File: src/rtl/alu_pkg.sv
// alu_pkg: shared ALU Z-stage types and defaults.
package alu_pkg;
    localparam int DATA_W = 32;
    localparam int TIMEOUT = 40;
    typedef enum logic [1:0] {IDLE, WAIT, FULL} z_state_t;
endpackage

File: src/rtl/alu_z_result_stage_if.sv
// alu_z_result_stage_if: ALU result/launch inputs and Z-stage bus/status outputs.
interface alu_z_result_stage_if #(parameter int DATA_W = alu_pkg::DATA_W);
    logic              in_start;
    logic              in_multi;
    logic              in_wide;
    logic [DATA_W-1:0] in_result_lo;
    logic [DATA_W-1:0] in_result_hi;
    logic              in_done;
    logic              in_zlo_out;
    logic              in_zhi_out;
    logic [DATA_W-1:0] out_bus;
    logic              out_drive;
    logic              out_valid;
    logic              out_busy;
    logic              out_zero;
    logic              out_neg;
    logic              out_err;
    modport master (
        output in_start, in_multi, in_wide, in_result_lo, in_result_hi, in_done, in_zlo_out, in_zhi_out,
        input  out_bus, out_drive, out_valid, out_busy, out_zero, out_neg, out_err
    );
    modport slave (
        input  in_start, in_multi, in_wide, in_result_lo, in_result_hi, in_done, in_zlo_out, in_zhi_out,
        output out_bus, out_drive, out_valid, out_busy, out_zero, out_neg, out_err
    );
endinterface

File: src/rtl/z_flag_gen.sv
// z_flag_gen: zero/negative flags of a 64-bit or 32-bit (low half) result.
module z_flag_gen #(parameter int DATA_W = alu_pkg::DATA_W) (
    input  logic [2*DATA_W-1:0] value,
    input  logic                wide,
    output logic                zero,
    output logic                neg
);
    always_comb begin
        zero = wide ? (value == '0) : (value[DATA_W-1:0] == '0);
        neg  = wide ? value[2*DATA_W-1] : value[DATA_W-1];
    end
endmodule

File: src/rtl/alu_z_result_stage.sv
// alu_z_result_stage: captures ALU results into ZHi:ZLo and drains them onto the bus.
// Optional WAIT timeout abort enabled by defining ALU_Z_TIMEOUT_EN.
module alu_z_result_stage #(
    parameter int DATA_W = alu_pkg::DATA_W
`ifdef ALU_Z_TIMEOUT_EN
    , parameter int TIMEOUT = alu_pkg::TIMEOUT
`endif
) (
    input logic in_clk,
    input logic in_rst,
    alu_z_result_stage_if.slave z
);
    import alu_pkg::*;

    z_state_t          state, state_n;
    logic [DATA_W-1:0] zlo, zhi, zlo_n, zhi_n;
    logic              wide, wide_n, lo_read, lo_read_n, hi_read, hi_read_n;
    logic              zero, neg, cap, cap_zero, cap_neg, rd_lo, rd_hi;
`ifdef ALU_Z_TIMEOUT_EN
    localparam int CW = $clog2(TIMEOUT + 1);
    logic [CW-1:0] cnt;
    logic          err, err_set;
`endif

    z_flag_gen #(.DATA_W(DATA_W)) u_flags (
        .value({zhi_n, zlo_n}),
        .wide (wide_n),
        .zero (cap_zero),
        .neg  (cap_neg)
    );

    always_comb begin
        state_n   = state;
        zlo_n     = zlo;
        zhi_n     = zhi;
        wide_n    = wide;
        lo_read_n = lo_read;
        hi_read_n = hi_read;
        cap       = 1'b0;
`ifdef ALU_Z_TIMEOUT_EN
        err_set   = 1'b0;
`endif
        // A new launch abandons whatever is pending, from any state
        if (z.in_start) begin
            wide_n    = z.in_wide;
            lo_read_n = 1'b0;
            hi_read_n = 1'b0;
            if (z.in_multi) begin
                state_n = WAIT;
            end else begin
                zlo_n   = z.in_result_lo;
                zhi_n   = z.in_wide ? z.in_result_hi : '0;
                cap     = 1'b1;
                state_n = FULL;
            end
        end else if (state == WAIT) begin
            if (z.in_done) begin
                zlo_n   = z.in_result_lo;
                zhi_n   = wide ? z.in_result_hi : '0;
                cap     = 1'b1;
                state_n = FULL;
            end
`ifdef ALU_Z_TIMEOUT_EN
            else if (cnt == CW'(TIMEOUT - 1)) begin
                zlo_n   = '0;
                zhi_n   = '0;
                cap     = 1'b1;
                err_set = 1'b1;
                state_n = FULL;
            end
`endif
        end else if (state == FULL) begin
            lo_read_n = lo_read | rd_lo;
            hi_read_n = hi_read | rd_hi;
            if (wide ? (lo_read_n & hi_read_n) : rd_lo) begin
                state_n   = IDLE;
                lo_read_n = 1'b0;
                hi_read_n = 1'b0;
            end
        end
    end

    always_ff @(posedge in_clk) begin
        if (in_rst) begin
            state   <= IDLE;
            zlo     <= '0;
            zhi     <= '0;
            wide    <= 1'b0;
            lo_read <= 1'b0;
            hi_read <= 1'b0;
            zero    <= 1'b0;
            neg     <= 1'b0;
        end else begin
            state   <= state_n;
            zlo     <= zlo_n;
            zhi     <= zhi_n;
            wide    <= wide_n;
            lo_read <= lo_read_n;
            hi_read <= hi_read_n;
            if (cap) begin
                zero <= cap_zero;
                neg  <= cap_neg;
            end
        end
    end

`ifdef ALU_Z_TIMEOUT_EN
    always_ff @(posedge in_clk) begin
        if (in_rst) begin
            cnt <= '0;
            err <= 1'b0;
        end else begin
            cnt <= (state == WAIT && state_n == WAIT && !z.in_start) ? cnt + 1'b1 : '0;
            err <= err | err_set;
        end
    end
    assign z.out_err = err;
`else
    assign z.out_err = 1'b0;
`endif

    always_comb begin
        rd_lo       = (state == FULL) && z.in_zlo_out;
        rd_hi       = (state == FULL) && !z.in_zlo_out && z.in_zhi_out && wide;
        z.out_drive = rd_lo | rd_hi;
        z.out_bus   = rd_lo ? zlo : rd_hi ? zhi : '0;
        z.out_valid = state == FULL;
        z.out_busy  = state == WAIT;
        z.out_zero  = zero;
        z.out_neg   = neg;
    end
endmodule

File: src/flat_wrapper.sv
// flat-port wrapper written by rule: the top's interface ports become plain ports
module alu_z_result_stage_flat import alu_pkg::*;
#(
    parameter int DATA_W = alu_pkg::DATA_W

)
  (in_clk, in_rst, z_in_start, z_in_multi, z_in_wide, z_in_result_lo, z_in_result_hi, z_in_done, z_in_zlo_out, z_in_zhi_out, z_out_bus, z_out_drive, z_out_valid, z_out_busy, z_out_zero, z_out_neg, z_out_err);
  alu_z_result_stage_if #(.DATA_W(DATA_W)) z_i ();
  input logic in_clk;
  input logic in_rst;
  input wire logic [$bits(z_i.in_start)-1:0] z_in_start;
  input wire logic [$bits(z_i.in_multi)-1:0] z_in_multi;
  input wire logic [$bits(z_i.in_wide)-1:0] z_in_wide;
  input wire logic [$bits(z_i.in_result_lo)-1:0] z_in_result_lo;
  input wire logic [$bits(z_i.in_result_hi)-1:0] z_in_result_hi;
  input wire logic [$bits(z_i.in_done)-1:0] z_in_done;
  input wire logic [$bits(z_i.in_zlo_out)-1:0] z_in_zlo_out;
  input wire logic [$bits(z_i.in_zhi_out)-1:0] z_in_zhi_out;
  output wire logic [$bits(z_i.out_bus)-1:0] z_out_bus;
  output wire logic [$bits(z_i.out_drive)-1:0] z_out_drive;
  output wire logic [$bits(z_i.out_valid)-1:0] z_out_valid;
  output wire logic [$bits(z_i.out_busy)-1:0] z_out_busy;
  output wire logic [$bits(z_i.out_zero)-1:0] z_out_zero;
  output wire logic [$bits(z_i.out_neg)-1:0] z_out_neg;
  output wire logic [$bits(z_i.out_err)-1:0] z_out_err;
  assign z_i.in_start = z_in_start;
  assign z_i.in_multi = z_in_multi;
  assign z_i.in_wide = z_in_wide;
  assign z_i.in_result_lo = z_in_result_lo;
  assign z_i.in_result_hi = z_in_result_hi;
  assign z_i.in_done = z_in_done;
  assign z_i.in_zlo_out = z_in_zlo_out;
  assign z_i.in_zhi_out = z_in_zhi_out;
  assign z_out_bus = z_i.out_bus;
  assign z_out_drive = z_i.out_drive;
  assign z_out_valid = z_i.out_valid;
  assign z_out_busy = z_i.out_busy;
  assign z_out_zero = z_i.out_zero;
  assign z_out_neg = z_i.out_neg;
  assign z_out_err = z_i.out_err;
  alu_z_result_stage #(.DATA_W(DATA_W)) u_core (.in_clk(in_clk), .in_rst(in_rst), .z(z_i));
endmodule
File: config.mk
export PLATFORM = sky130hd
export DESIGN_NAME = alu_z_result_stage_flat
export DESIGN_NICKNAME = d
export VERILOG_FILES = /design/src/rtl/alu_pkg.sv /design/src/rtl/alu_z_result_stage_if.sv /design/src/rtl/z_flag_gen.sv /design/src/rtl/alu_z_result_stage.sv /design/src/flat_wrapper.sv
export SDC_FILE = /design/constraint.sdc
export NUM_CORES = 1
export LEC_CHECK = 0
export BUFFER_PORTS_ARGS = -buffer_cell sky130_fd_sc_hd__buf_2
export CAP_MARGIN = 40
export CORE_ASPECT_RATIO = 0.75
export CORE_UTILIZATION = 40
export CTS_BUF_LIST = sky130_fd_sc_hd__clkbuf_2 sky130_fd_sc_hd__clkbuf_4 sky130_fd_sc_hd__clkbuf_8
export DETAILED_ROUTE_END_ITERATION = 10
export PLACE_DENSITY_LB_ADDON = 0.15
export SYNTH_ARGS = -nofsm -noshare
export SYNTH_HDL_FRONTEND = slang
export SYNTH_HIERARCHICAL = 1
export SYNTH_SLANG_ARGS = --single-unit
File: constraint.sdc
create_clock -name in_clk -period 2.8 [get_ports in_clk]
set_input_delay 0.42 -clock in_clk [delete_from_list [all_inputs] [get_ports in_clk]]
set_output_delay 0.42 -clock in_clk [all_outputs]
set_load 0.01 [all_outputs]
==> results of run 1 <==
## synthesized netlist by cell type
| cell type | n |
|---|---|
| sky130_fd_sc_hd__dfxtp_1 | 71 |
| sky130_fd_sc_hd__a21oi_1 | 67 |
| sky130_fd_sc_hd__nand2_1 | 64 |
| sky130_fd_sc_hd__nand3_1 | 38 |
| sky130_fd_sc_hd__a22o_1 | 32 |
| sky130_fd_sc_hd__a32oi_1 | 32 |
| sky130_fd_sc_hd__nand3_2 | 28 |
| sky130_fd_sc_hd__buf_2 | 26 |
| sky130_fd_sc_hd__o21ai_1 | 22 |
| sky130_fd_sc_hd__clkbuf_1 | 17 |
| sky130_fd_sc_hd__nor4_1 | 14 |
| sky130_fd_sc_hd__o21ai_0 | 12 |
| sky130_fd_sc_hd__buf_6 | 4 |
| sky130_fd_sc_hd__nand4_1 | 4 |
| sky130_fd_sc_hd__nor2b_1 | 3 |
| sky130_fd_sc_hd__nor4_2 | 3 |
| sky130_fd_sc_hd__a211oi_1 | 2 |
| sky130_fd_sc_hd__and2_1 | 2 |
| sky130_fd_sc_hd__buf_4 | 2 |
| sky130_fd_sc_hd__mux2_2 | 2 |
| sky130_fd_sc_hd__nand2b_1 | 2 |
| sky130_fd_sc_hd__o211a_1 | 2 |
| sky130_fd_sc_hd__o21a_1 | 2 |
| sky130_fd_sc_hd__o221ai_1 | 2 |
| sky130_fd_sc_hd__and2b_1 | 1 |
| sky130_fd_sc_hd__and3_1 | 1 |
| sky130_fd_sc_hd__and3b_1 | 1 |
| sky130_fd_sc_hd__and4bb_2 | 1 |
| sky130_fd_sc_hd__buf_8 | 1 |
| sky130_fd_sc_hd__conb_1 | 1 |
| sky130_fd_sc_hd__nand4bb_1 | 1 |
| sky130_fd_sc_hd__nor2_1 | 1 |
| sky130_fd_sc_hd__nor2b_2 | 1 |
| sky130_fd_sc_hd__nor3_2 | 1 |
| sky130_fd_sc_hd__or2_2 | 1 |
## power groups by stage
stage,clock (mW),combinational (mW),sequential [mW]
floorplan,0,0.217,1.09
global placement,0,0.343,1.11
detailed placement,0,0.347,1.11
CTS,0.870,0.348,1.08
global route,0.918,0.384,1.09
finish,0.855,0.350,1.08
## final timing paths
check	start	end	slack [ns]	depth (start not counted)
setup / recovery	u_core/wide	z_out_bus[25]	0.33	4
hold / removal	z_in_result_hi[5]	u_core/zhi[5]	0.34	3
setup reg to reg	u_core/state[0]	u_core/z.out_zero	0.38	9
hold reg to reg	u_core/z.out_neg	u_core/z.out_neg	0.49	2
## metrics by stage
stage | util [%] | setup slack [ns]
5_1_grt | 51.0 | 0.208
3_3_place_gp | 48.7 | 0.151
4_1_cts | 51.0 | 0.328
2_1_floorplan | - | 0.506
6_report | 51.0 | 0.334
3_5_place_dp | 48.7 | 0.122
## registers in the layout, summed over array words and instances (netlist names)
register / count
u_core/zhi: 32
u_core/zlo: 32
u_core/state: 2
u_core/hi_read: 1
u_core/lo_read: 1
u_core/wide: 1
u_core/z.out_neg: 1
u_core/z.out_zero: 1
## metal layers
layer	track usage, %	vias to the layer above	wire, µm
met5	0	-	0
met4	8.15	0	135
met3	5.87	12	846
met2	35.2	152	5140
met1	35.8	1866	5920
li1	-	1931	-
## final cells by class
type | instances | area [µm²] | share of cell area (%)
multi-input combinational | 343 | 2160 | 46.2
sequential | 71 | 1420 | 30.5
timing repair buffer | 124 | 723 | 15.5
clock buffer | 13 | 160 | 3.43
tap | 128 | 160 | 3.43
clock inverter | 3 | 42.5 | 0.912
## logic make-up (layout without fill, tap and decap cells)
kind of cell           count (synthesis)  after routing  share of synthesized area, %
flip-flops                            71             71                          37.1
AO/OA/AOI/OAI                        173            173                          29.6
buffers and inverters                 50            140                          7.02
other                                  1              1                        0.0979
AND/OR/NAND/NOR                      167            167                          25.6
multiplexers                           2              2                         0.588
## worst reg2reg max path, delay by kind of cell, from the launching register on
family / cells / cell delay [ns]
and+or+nand+nor: 5 / 1.22
buffers and inverters: 1 / 0.19
AOI/OAI and AO/OA: 3 / 0.54
DFF: 1 / 0.38
==> impl_summary.txt, run 1 <==
----------------------------------------------------
[Die]
  Area enclosed by the die boundary ... between 9000 and 10,000 µm²
  Core Area ... slightly above 9000 µm²
  Placement Rows ... 30
  Vertical die dimension ... roughly 87 µm
  # IOs ... 110
  Starting utilization of the core area ... a little over two fifths
  Die Wd ... about 110 µm

[Timing]
  Final setup violation count ... 0
  Number of failing hold endpoints at the final stage ... 0
  Crit share post-route ... about 88%
  Max_slew headroom ... 50.8%
  Final Slew Violations ... 0
  Clock tree skew after final layout ... around 0.0068 ns
  Achievable frequency ... around 410 MHz
  Final hold slack ... between 0.3 and 0.4 ns
  Sum of negative setup slack ... 0 ns
  Actual slew at the worst max-slew pin ... between 0.7 and 0.8 ns
  Post-layout min period ... ~2.5 ns
  Setup repair after global routing missed its margin ... false

[Clocking]
  # hold bufs at CTS ... 0
  TritonCTS buffer count ... 9
  Clk sink count ... a little over 70
  Latest clock arrival within the worst-skew pair ... 0.35 ns
  Post-CTS Setup Bufs ... 0
  Clock tree from TritonCTS ... done
  Maximum level of the CTS H-tree ... 3
  Maximum root-to-sink buffer count ... 2
  Post-CTS sizing ... 0
  Clock root buffer ... sky130_fd_sc_hd__clkbuf_8
  Clock slew seen by the registers of the worst setup and hold paths ... approximately 0.080 ns

[Worst setup path]
  Number of buffers and inverters on the critical path ... 2
  Worst EP required ... around 2.4 ns
  Cell with the largest stage delay on the worst path ... sky130_fd_sc_hd__dfxtp_2
  Worst setup path class ... flip-flop to primary output
  Cell chain of the critical path ... and3_1, buf_4, a22o_1, buf_2
  Cell family with most CP delay ... flip-flops
  Critical path endpoint category ... primary output
  Arrival time reported for the critical path endpoint ... between 2 and 2.5 ns
  Largest fanout on the critical path ... 23
  CP startpoint kind ... flip-flop
  Highest cell delay on the worst timing path ... ~0.70 ns

[Cells and area]
  Syn-to-layout area delta ... 21.9%
  Number of antenna cells inserted ... 0
  Final cell count without fillers ... 682
  Final instance area ... between 4000 and 5000 µm²
  Layout fillers ... 900
  Layout cell share with drive strength beyond 1 ... between 30% and 40%
  Most common library cell in the layout ignoring fill and taps ... sky130_fd_sc_hd__buf_2
  Nets ... slightly above 600
  Most used cells in the layout excluding fill and tap cells ... sky130_fd_sc_hd__buf_2 (108), sky130_fd_sc_hd__dfxtp_1 (70), sky130_fd_sc_hd__a21oi_1 (67)

[Global routing]
  Global-route congestion overflow total ... 0
  Overall global routing resource usage ... about a quarter
  Pin count of the biggest net entering global routing ... 67
  Number of antenna violations at the first check in global routing ... 0
  Via count of the first global-routing pass ... approximately 3,500
  First-pass GRT wire length ... 18.7 mm

[Power]
  Power spent charging and discharging nets ... 631 µW
  Power per cell area ... just under 500 nW/µm²
  Overall power of the completed layout ... ~2.3 mW
  Proportion of power drawn by the clock network ... 37.4%
  Flop pwr share ... a little under half
  Switching portion of total power ... between 20% and 30%
  Reported leakage power ... roughly 2.1 nW
  Share of power burned in combinational logic ... around 15%
  Peak supply drop ... around 0.0003 V
  Cell-internal power ... around 1.7 mW

[Synthesis]
  Count of distinct cell types in the synthesized netlist ... 35
  Number of synthesized register bits ... 71
  Mapped Area ... 3830 µm²
  Post-Syn Nets ... approximately 540
  Synth area leader ... sky130_fd_sc_hd__dfxtp_1
  Average cell area after synthesis ... around 8.3 µm²
  Proportion of synthesized chip area in sequential cells ... 37.1%
  Cell count after synthesis ... between 400 and 500
  Portion of synthesized cell area occupied by the leading cell type ... a little under two fifths
  Count of synthesis-stage warnings from yosys ... 6
  Synth area leaders ... sky130_fd_sc_hd__dfxtp_1 (37%), sky130_fd_sc_hd__a21oi_1 (8.8%), sky130_fd_sc_hd__a22o_1 (7.3%)

[Route]
  Per-cell routed wire length ... about 18 µm
  Number of DRC markers after the initial detailed-route iteration ... around 440
  Via density per instance ... 5.81
  Total length of routed wires ... about 12 mm
  Final antenna-violating net count ... 0
  Vias ... 3,961
  First-pass iteration count of the detailed router ... 5
  DRC viols ... 0

[Run status]
  Result of the run ... finished clean

[Placement]
  IO Port Bufs ... ~110
  Placed standard-cell area ... approximately 4500 µm²
  Placed Cells ... about 670
  Post-DP HPWL ... a little over 8 mm
  Weighted congestion at the end of routability-driven global placement ... ~0.80

[Worst hold path]
  Worst hold path type ... input port to flip-flop

[Job]
  Number of maximum-capacitance violations ... 0

----------------------------------------------------
Power figures use the tool's default switching activity.
==> inputs of run 2 (changes only) <==
==> constraint.sdc (replaced) <==
create_clock -name in_clk -period 2.8 [get_ports in_clk]
set_input_delay 0.56 -clock in_clk [delete_from_list [all_inputs] [get_ports in_clk]]
set_output_delay 0.56 -clock in_clk [all_outputs]
set_load 0.01 [all_outputs]
==> run 2 against run 1 <==
First-iteration DRC count is 29% lower; worst setup slack got worse by 0.076 ns; count of clock-buffer cells in the layout fell by 1; hold slack better by 0.14 ns; sequential power barely moved; die area stayed put; sequential cell count unchanged; largest cell class unchanged.
==> impl_summary.txt, run 2 (synthesized netlist as in run 1, its figures left out) <==
----------------------------------------------------
[Worst setup path]
  Worst EP required ... 2.24 ns (-0.14 ns)
  Worst setup path class ... flip-flop to primary output
  Critical path endpoint category ... primary output
  Arrival time reported for the critical path endpoint ... 1.98 ns (-0.07 ns)
  Largest fanout on the critical path ... 20 (-13%)
  CP startpoint kind ... flip-flop

[Cells and area]
  Most used cells in the layout excluding fill and tap cells ... sky130_fd_sc_hd__buf_2 (108), sky130_fd_sc_hd__dfxtp_1 (70), sky130_fd_sc_hd__a21oi_1 (67)
  Final instance area ... 4720 µm² (+1.2%)
  Sequential cell area in the final layout ... 1420 µm² (unchanged)
  Layout cell share with drive strength beyond 1 ... 33.1% (+0.60 points)
  Area used by multi-input combinational logic ... 2160 µm² (unchanged)
  Share of the core filled with cells in the final layout ... 51.6% (+0.63 points)
  Syn-to-layout area delta ... 23.4%
  Top flop regs ... u_core/zhi: 32 flops, u_core/zlo: 32 flops, u_core/state: 2 flops
  Number of antenna cells inserted ... 0 (unchanged)
  Layout fillers ... 932 (+3.6%)
  Most common library cell in the layout ignoring fill and taps ... sky130_fd_sc_hd__buf_2
  Nets ... 626 (+0.81%)

[Clocking]
  Clk sink count ... 71 (unchanged)
  Latest clock arrival within the worst-skew pair ... 0.35 ns (about the same)
  Post-CTS sizing ... 0 (unchanged)
  Post-CTS Setup Bufs ... 0 (unchanged)
  Clock tree from TritonCTS ... done
  TritonCTS buffer count ... 9 (unchanged)
  Clock slew seen by the registers of the worst setup and hold paths ... 0.07 ns (about the same)
  # hold bufs at CTS ... 0 (unchanged)
  Maximum level of the CTS H-tree ... 3 (unchanged)
  Maximum root-to-sink buffer count ... 2 (unchanged)
  Clock root buffer ... sky130_fd_sc_hd__clkbuf_8

[Timing]
  Final hold slack ... 0.485 ns (+0.140 ns)
  Actual slew at the worst max-slew pin ... 0.551 ns (-0.188 ns)
  Post-layout min period ... 2.54 ns (+0.0756 ns)
  Crit share post-route ... 90.8% (+2.7 points)
  Clock tree skew after final layout ... 0.00651 ns (-0.000273 ns)
  Sum of negative setup slack ... 0 ns (unchanged)
  Final setup violation count ... 0 (unchanged)
  Setup repair after global routing missed its margin ... false
  Max_slew headroom ... 63.3% (+13 points)
  Final Slew Violations ... 0 (unchanged)
  Achievable frequency ... 393 MHz (-3.0%)
  Number of failing hold endpoints at the final stage ... 0 (unchanged)

[Route]
  Final antenna-violating net count ... 0 (unchanged)
  DRC viols ... 0 (unchanged)
  Total length of routed wires ... 12.1 mm (+0.66%)
  First-pass iteration count of the detailed router ... 5 (unchanged)
  Number of DRC markers after the initial detailed-route iteration ... 310 (-29%)
  Vias ... 4,034 (+1.8%)
  Per-cell routed wire length ... 17.6 µm (about the same)
  Via density per instance ... 5.87 (+1.1%)

[Placement]
  IO Port Bufs ... 108 (unchanged)
  Weighted congestion at the end of routability-driven global placement ... 0.820 (+3.1%)
  Post-DP HPWL ... 8.16 mm (+1.4%)
  Placed standard-cell area ... 4530 µm² (+1.4%)

[Power]
  Reported leakage power ... 2.15 nW (+1.8%)
  Power per cell area ... 482 nW/µm² (-1.6%)
  Peak supply drop ... 0.000289 V (-4.7%)

[Job]
  Number of maximum-capacitance violations ... 0 (unchanged)

[Die]
  Die Wd ... 115 µm (unchanged)
  Placement Rows ... 30 (unchanged)
  # IOs ... 110 (unchanged)
  Starting utilization of the core area ... 41.8% (unchanged)
  Vertical die dimension ... 86.7 µm (unchanged)
  Core Area ... 9160 µm² (unchanged)
  Area enclosed by the die boundary ... 9970 µm² (unchanged)

[Global routing]
  Global-route congestion overflow total ... 0 (unchanged)
  Overall global routing resource usage ... 25.3% (+0.76 points)
  Pin count of the biggest net entering global routing ... 45 (-33%)
  Number of antenna violations at the first check in global routing ... 0 (unchanged)
  Via count of the first global-routing pass ... 3,876 (+10%)
  First-pass GRT wire length ... 19.6 mm (+5.0%)

[Worst hold path]
  Worst hold path type ... input port to flip-flop

[Run status]
  Result of the run ... finished clean

----------------------------------------------------
==> run 2: critical path, cell delays in order, from the launching register on <==
cell,delay (ns)
sky130_fd_sc_hd__dfxtp_2,0.69
sky130_fd_sc_hd__and3_1,0.28
sky130_fd_sc_hd__buf_4,0.28
sky130_fd_sc_hd__a22o_1,0.23
sky130_fd_sc_hd__buf_2,0.14
==> run 2: power breakdown <==
part	internal [mW]	switching [mW]	total [mW]
sequential	1.05	0.0317	1.08
combinational	0.153	0.213	0.367
clock	0.451	0.377	0.829
==> run 2: through the flow <==
step | instances | power, mW | setup WS [ns]
after detailed placement | 671 | 1.47 | 0.0678
after global routing | 687 | 2.38 | 0.164
after global placement | 671 | 1.46 | 0.0682
final | 687 | 2.28 | 0.258
after floorplan | 464 | 1.31 | 0.366
after CTS | 687 | 2.30 | 0.259
==> run 2: final timing paths <==
check / from / to / slack [ns] / cells after the start
worst max-delay path: u_core/wide / z_out_bus[23] / 0.26 / 4
worst min-delay path: z_in_result_hi[7] / u_core/zhi[7] / 0.48 / 3
worst max register to register: u_core/state[0] / u_core/z.out_zero / 0.40 / 10
worst min register to register: u_core/zlo[12] / u_core/zlo[12] / 0.49 / 2
==> run 2: metal layers <==
layer	vias to the layer above	track usage (%)	share of wire, %
met2	189	38.4	43
met4	0	7.79	1.1
li1	1940	-	-
met1	1893	36.2	48
met5	-	0	0
met3	12	4.97	7.8
==> run 2: final cells by class <==
type                            count  area share, %
Clock buffer                       12           3.23
Clock inverter                      4          0.953
Multi-Input combinational cell    343           45.7
Sequential cell                    71           30.1
Tap cell                          128           3.39
Timing Repair Buffer              129           16.6
